==> config.mk <==
export PLATFORM = sky130hd
export DESIGN_NAME = spr_write_arbiter
export DESIGN_NICKNAME = d
export VERILOG_FILES = /design/src/rtl/ppc_types_pkg.sv /design/src/rtl/spr_write_arbiter_rr_picker.sv /design/src/rtl/spr_write_arbiter.sv
export SDC_FILE = /design/constraint.sdc
export NUM_CORES = 1
export LEC_CHECK = 0
export ABC_AREA = 1
export BUFFER_PORTS_ARGS = -buffer_cell sky130_fd_sc_hd__buf_2
export CORE_ASPECT_RATIO = 1.2
export CORE_MARGIN = 10
export CORE_UTILIZATION = 47
export DETAILED_ROUTE_END_ITERATION = 8
export GPL_TIMING_DRIVEN = 0
export PLACE_DENSITY_LB_ADDON = 0.05
export SETUP_SLACK_MARGIN = 0.1
export SLEW_MARGIN = 20
export SYNTH_ARGS = -nofsm -noshare
export SYNTH_HDL_FRONTEND = slang
export SYNTH_SLANG_ARGS = --single-unit
==> constraint.sdc <==
create_clock -name clk -period 4.2 [get_ports clk]
set_input_delay 0.21 -clock clk [delete_from_list [all_inputs] [get_ports clk]]
set_output_delay 0.21 -clock clk [all_outputs]
set_load 0.02 [all_outputs]
==> src/rtl/ppc_types_pkg.sv <==
// Shared PowerPC type definitions: SPR numbers and the supported-SPR check
// used by units that write the special-purpose register file.
package ppc_types;

  localparam int unsigned SPR_ADDR_W = 10;
  localparam int unsigned SPR_DATA_W = 32;

  localparam logic [SPR_ADDR_W-1:0] SPR_XER = 10'd1;
  localparam logic [SPR_ADDR_W-1:0] SPR_LR  = 10'd8;
  localparam logic [SPR_ADDR_W-1:0] SPR_CTR = 10'd9;

  function automatic logic spr_supported(input logic [SPR_ADDR_W-1:0] addr);
    return (addr == SPR_XER) || (addr == SPR_LR) || (addr == SPR_CTR);
  endfunction

endpackage

==> src/rtl/spr_write_arbiter_rr_picker.sv <==
// Combinational round-robin picker: first set request at or after ptr,
// wrapping modulo N. Shared with future issue arbiters.
module rr_picker #(
  parameter  int unsigned N     = 3,
  localparam int unsigned IDX_W = (N > 1) ? $clog2(N) : 1
) (
  input  logic [N-1:0]     request,
  input  logic [IDX_W-1:0] ptr,
  output logic [N-1:0]     grant,
  output logic [IDX_W-1:0] grant_idx,
  output logic             any_grant
);

  logic [IDX_W-1:0] idx;

  always_comb begin
    grant     = '0;
    grant_idx = '0;
    any_grant = 1'b0;
    idx       = '0;
    for (int unsigned k = 0; k < N; k++) begin
      idx = IDX_W'((32'(ptr) + k) % N);
      if (!any_grant && request[idx]) begin
        any_grant  = 1'b1;
        grant[idx] = 1'b1;
        grant_idx  = idx;
      end
    end
  end

endmodule

==> src/rtl/spr_write_arbiter.sv <==
// Shares the SPR file write port between several result producers: one
// holding buffer per requester, round-robin selection, registered write.
module spr_write_arbiter
  import ppc_types::*;
#(
  parameter  int unsigned REQUESTERS  = 3,
  parameter  int unsigned RS_ID_WIDTH = 5,
  localparam int unsigned SRC_W       = (REQUESTERS > 1) ? $clog2(REQUESTERS) : 1
) (
  input  logic                   clk,
  input  logic                   rst,
  input  logic                   flush,
  input  logic                   req_valid [REQUESTERS],
  output logic                   req_ready [REQUESTERS],
  input  logic [SPR_ADDR_W-1:0]  req_addr  [REQUESTERS],
  input  logic [SPR_DATA_W-1:0]  req_value [REQUESTERS],
  input  logic [RS_ID_WIDTH-1:0] req_rs_id [REQUESTERS],
  output logic [SPR_ADDR_W-1:0]  write_addr,
  output logic                   write_enable,
  output logic [SPR_DATA_W-1:0]  write_value,
  output logic [RS_ID_WIDTH-1:0] write_rs_id,
  output logic                   addr_error,
  output logic [SRC_W-1:0]       addr_error_src
);

  typedef struct packed {
    logic [SPR_ADDR_W-1:0]  addr;
    logic [SPR_DATA_W-1:0]  value;
    logic [RS_ID_WIDTH-1:0] rs_id;
  } entry_t;

  entry_t                  buf_q [REQUESTERS];
  logic [REQUESTERS-1:0]   buf_valid;
  logic [SRC_W-1:0]        ptr;

  logic [REQUESTERS-1:0]   grant;
  logic [SRC_W-1:0]        grant_idx;
  logic                    any_grant;

  logic [REQUESTERS-1:0]   accept_c;
  logic [REQUESTERS-1:0]   load_c;
  logic                    err_c;
  logic [SRC_W-1:0]        err_idx_c;

  rr_picker #(.N(REQUESTERS)) u_picker (
    .request   (buf_valid),
    .ptr       (ptr),
    .grant     (grant),
    .grant_idx (grant_idx),
    .any_grant (any_grant)
  );

  // A buffer being drained this cycle can take a new result in the same cycle.
  // Descending scan so the lowest erring requester is the one reported.
  always_comb begin
    accept_c  = '0;
    load_c    = '0;
    err_c     = 1'b0;
    err_idx_c = '0;
    for (int i = REQUESTERS - 1; i >= 0; i--) begin
      req_ready[i] = !rst && !flush && (!buf_valid[i] || grant[i]);
      accept_c[i]  = req_valid[i] && req_ready[i];
      load_c[i]    = accept_c[i] && spr_supported(req_addr[i]);
      if (accept_c[i] && !spr_supported(req_addr[i])) begin
        err_c     = 1'b1;
        err_idx_c = SRC_W'(i);
      end
    end
  end

  // Payload only matters while buf_valid is set, so it carries no reset.
  always_ff @(posedge clk) begin
    for (int i = 0; i < REQUESTERS; i++) begin
      if (load_c[i]) begin
        buf_q[i] <= '{addr: req_addr[i], value: req_value[i], rs_id: req_rs_id[i]};
      end
    end
  end

  always_ff @(posedge clk) begin
    if (rst) begin
      buf_valid      <= '0;
      ptr            <= '0;
      write_enable   <= 1'b0;
      write_addr     <= '0;
      write_value    <= '0;
      write_rs_id    <= '0;
      addr_error     <= 1'b0;
      addr_error_src <= '0;
    end else if (flush) begin
      buf_valid    <= '0;
      write_enable <= 1'b0;
      addr_error   <= 1'b0;
    end else begin
      write_enable <= any_grant;
      if (any_grant) begin
        write_addr  <= buf_q[grant_idx].addr;
        write_value <= buf_q[grant_idx].value;
        write_rs_id <= buf_q[grant_idx].rs_id;
        ptr         <= (grant_idx == SRC_W'(REQUESTERS - 1)) ? '0 : grant_idx + 1'b1;
      end
      addr_error <= err_c;
      if (err_c) begin
        addr_error_src <= err_idx_c;
      end
      for (int i = 0; i < REQUESTERS; i++) begin
        if (load_c[i]) begin
          buf_valid[i] <= 1'b1;
        end else if (grant[i]) begin
          buf_valid[i] <= 1'b0;
        end
      end
    end
  end

endmodule

==> Flow_metrics.wiki <==
{| class="wikitable"
! Metric !! Value
|-
| Run status || complete, no violations
|-
| Worst Path Arrival || about 3400 ps
|-
| Pin count of the biggest net entering global routing || 24
|-
| FF/Latch Area || 5360 sq um
|-
| Vias || about 6400
|-
| Worst reg2reg endpoint || buf_q[0][44]$_DFFE_PP_
|-
| Proportion of synthesized flip-flops having asynchronous set or reset || 0%
|-
| H-tree depth || 4
|-
| Stage delay of the slowest cell on the critical path || ~460 ps
|-
| Critical setup path kind || flip-flop to flip-flop
|-
| Per-instance average area after synthesis || 10.6 sq um
|-
| Maximum vdd drop || about 350 uV
|-
| Peak Freq || 304 MHz
|-
| Setup crit end kind || flip-flop
|-
| Clock insertion delay at the later pin of the skew report || ~430 ps
|-
| Via/cell ratio || roughly 4.9
|-
| Worst r2r src || ptr[0]$_SDFFE_PP0P_
|-
| Leading cell type in the layout, fill and taps excluded || nand2_1
|-
| DRT Wirelength || between 20000 and 25000 um
|-
| Area Overhead vs Synth || 44.3%
|-
| Inserted Clock Buffers || 17
|-
| Number of antenna violations at the first check in global routing || 1
|-
| Synth cell types || 31
|-
| HP Start || req_addr[22]
|-
| TritonCTS clock tree || yes
|-
| Post-synth net total || just under 900
|-
| Top library cells by usage in the layout, fill and taps aside || nand2_1, buf_2, edfxtp_1, dlygate4sd3_1, nand3_1
|-
| Library cell with the largest summed area after synthesis || edfxtp_1
|-
| Placed wire-length estimate after detailed placement || around 16000 um
|-
| Largest cells by area after synthesis || edfxtp_1, dfxtp_1, nand2_1, nand3_1, a21oi_1
|-
| Area of combinational cells with multiple inputs || a little under 2000 sq um
|-
| Yosys top cell area share || between 50% and 60%
|-
| Top cell family by delay on the critical path || simple AND/OR/NAND/NOR gates
|-
| Register bit count reported by yosys || 197
|-
| Area of the placeable core || between 15000 and 20000 sq um
|-
| Fill cell count || between 1000 and 1500
|-
| GR Util All Layers || ~22%
|-
| # clock sinks || approximately 200
|-
| Worst setup startpoint || ptr[0]$_SDFFE_PP0P_
|-
| Total I/O pin count || 201
|-
| Most used flip-flop cell after synthesis || edfxtp_1
|-
| Post-cts hold buffer count || between 100 and 150
|-
| Cell leakage power || around 5.0 nW
|-
| Worst Setup Start Kind || flip-flop
|-
| Number of synthesis warnings || 0
|-
| Part of the Yosys area used for sequential elements || 69.9%
|-
| DIE HEIGHT || 160 um
|-
| Worst hold stages || 1
|-
| Type of the tightest min-delay check || primary input to flip-flop
|-
| Total number of placement rows || between 50 and 60
|-
| Drt drc || 0
|-
| Cts repair resizes || 0
|-
| Initial core utilization || a little under half
|-
| Horiz. Die Dim || roughly 140 um
|-
| RePlAce Congestion || just under 0.9
|-
| Worst R2R Path Depth || 13
|-
| List of cells traversed by the critical path || inv_1 -> ha_1 -> o21ai_0 -> nand2_2 -> nor2_2 -> nand2_1 -> nand3_1 -> inv_1 -> nor2_1 -> nand2_1 -> nor2_4 -> buf_16 -> buf_16
|-
| Number of nets still failing antenna checks after routing || 0
|-
| Fraction of layout instances using a drive strength above 1 || 25.1%
|-
| Number of failing hold endpoints at the final stage || 0
|-
| Die area || 21800 sq um
|-
| Final routed wire length divided by cell count || between 15 and 20 um
|-
| Number of synthesized flops with an enable pin || 141
|-
| Reg-to-reg slack, setup || 910 ps
|-
| Critical path's slowest cell || nor2_4
|-
| Clock tree root buffer cell || clkbuf_16
|-
| DR iter-0 viols || ~370
|-
| Final clock period utilization by the worst path || 78.3%
|-
| Headroom to the max-slew limit || 56.3%
|-
| Port-buffer cells || 200
|-
| Iteration count of the initial detailed-routing pass || 5
|-
| Synthesized cell area || between 7000 and 8000 sq um
|-
| Global route overflow || 0
|-
| Number of slew-limit violations in the final report || 0
|-
| Total Power Consumption || between 3 and 4 mW
|-
| Hold Crit Endpoint || buf_q[0][39]$_DFFE_PP_
|-
| Worst hold margin || between 20 and 25 ps
|-
| Required time of the critical path || 4330 ps
|-
| Clock-pin slew reported for the worst setup and hold paths after clock tree synthesis || ~70 ps
|-
| First-pass GRT wire length || approximately 37000 um
|-
| Slew @ Worst Pin || 656 ps
|-
| Post-CTS Repair Setup Buffers || 0
|-
| Buffers plus inverters on the worst setup path || 4
|-
| Largest fanout on the critical path || 20
|-
| Count of endpoints failing setup in the final report || 0
|-
| Max-cap violations || 0
|-
| Worst clock skew on the final layout || 10.4 ps
|-
| Maximum buffer depth of the clock tree || 2
|-
| Power density normalized to cell area || between 300 and 400 nW/um^2
|-
| Net total in the final layout || about 1200
|-
| Unrepaired setup endpoints after global routing || false
|-
| Synthesized instance count || slightly above 700
|-
| Min Tclk post-route || roughly 3300 ps
|-
| Number of global-route vias before repair || around 7000
|}
## report_power, final
group / internal (mW) / switching, mW / leakage [nW]
registers: 2.08 / 0.000776 / 1.72
logic: 0.138 / 0.0777 / 2.97
clock network: 0.837 / 0.745 / 0.277
## area by class of cell
type                    count  share of cell area, %
plain buffers              27                   1.27
clock inverters            14                   1.28
clock buffers              18                   3.88
diodes                      1                 0.0227
repair buffers            343                   22.9
multi-input cells         435                   17.7
flip-flops and latches    197                   48.5
inverters                  60                   2.06
well taps                 212                   2.40
## worst max path at each step
stage,to,slack (ps),cells past startpoint
5_1_grt,buf_q[0][39]$_DFFE_PP_,690,13
3_3_place_gp,buf_q[0][28]$_DFFE_PP_,-230,11
3_5_place_dp,buf_q[0][28]$_DFFE_PP_,980,13
4_1_cts,buf_q[0][39]$_DFFE_PP_,970,13
6_report,buf_q[0][44]$_DFFE_PP_,910,13
2_1_floorplan,buf_q[1][0]$_DFFE_PP_,570,9
## synth_stat cells, types with 2 or more instances
master / instances
nand2_1: 266
dfxtp_1: 56
buf_4: 3
nor4_1: 6
buf_2: 10
a21oi_2: 3
clkbuf_1: 12
inv_1: 52
edfxtp_1: 141
nand3_1: 60
o211ai_1: 3
nand2_4: 2
a21oi_1: 42
o21ai_0: 5
nor2_1: 23
ha_1: 4
nand2_2: 2
nand4_1: 8
nor2_2: 3
inv_2: 6
buf_6: 2
## metrics by stage
| stage | cell area, sq um | setup TNS, ps | cells | worst slack, ps | util [%] |
|---|---|---|---|---|---|
| final | 11000 | 0 | 1307 | 911 | 68.4 |
| after global routing | 11000 | 0 | 1307 | 686 | 68.4 |
| after CTS | 11000 | 0 | 1306 | 970 | 68.4 |
| after detailed placement | 9100 | 0 | 1137 | 979 | 56.4 |
| after global placement | 8930 | -25260 | 1131 | -234 | 55.3 |
| after floorplan | 7660 | 0 | 719 | 573 | - |
## flip-flops by register name, summed over array words and instances, names as in the netlist
name,flops
write_addr,10
write_value,32
write_rs_id,5
addr_error_src,2
buf_q,141
buf_valid,3
addr_error,1
ptr,2
write_enable,1
## metal layers
layer | global-route usage, % | part of all wire [%] | vias to the layer above | routed length (um)
met2 | 37.1 | 50 | 254 | 11700
met3 | 6.62 | 7.9 | 30 | 1840
met1 | 26.1 | 40 | 2979 | 9340
met5 | 0 | 0 | - | 0
met4 | 5.67 | 1.5 | 0 | 352
li1 | - | - | 3124 | -
## logic make-up (layout without fill, tap and decap cells)
family	after synthesis	in the layout	share of synthesized area, %
AND/OR/NAND/NOR	373	373	20.4
flip-flops	197	197	69.9
buffers and inverters	87	462	4.80
AO/OA/AOI/OAI	58	58	4.20
adder cells (fa/ha/maj)	4	4	0.654
other	0	1	0
Power figures use the tool's default switching activity.
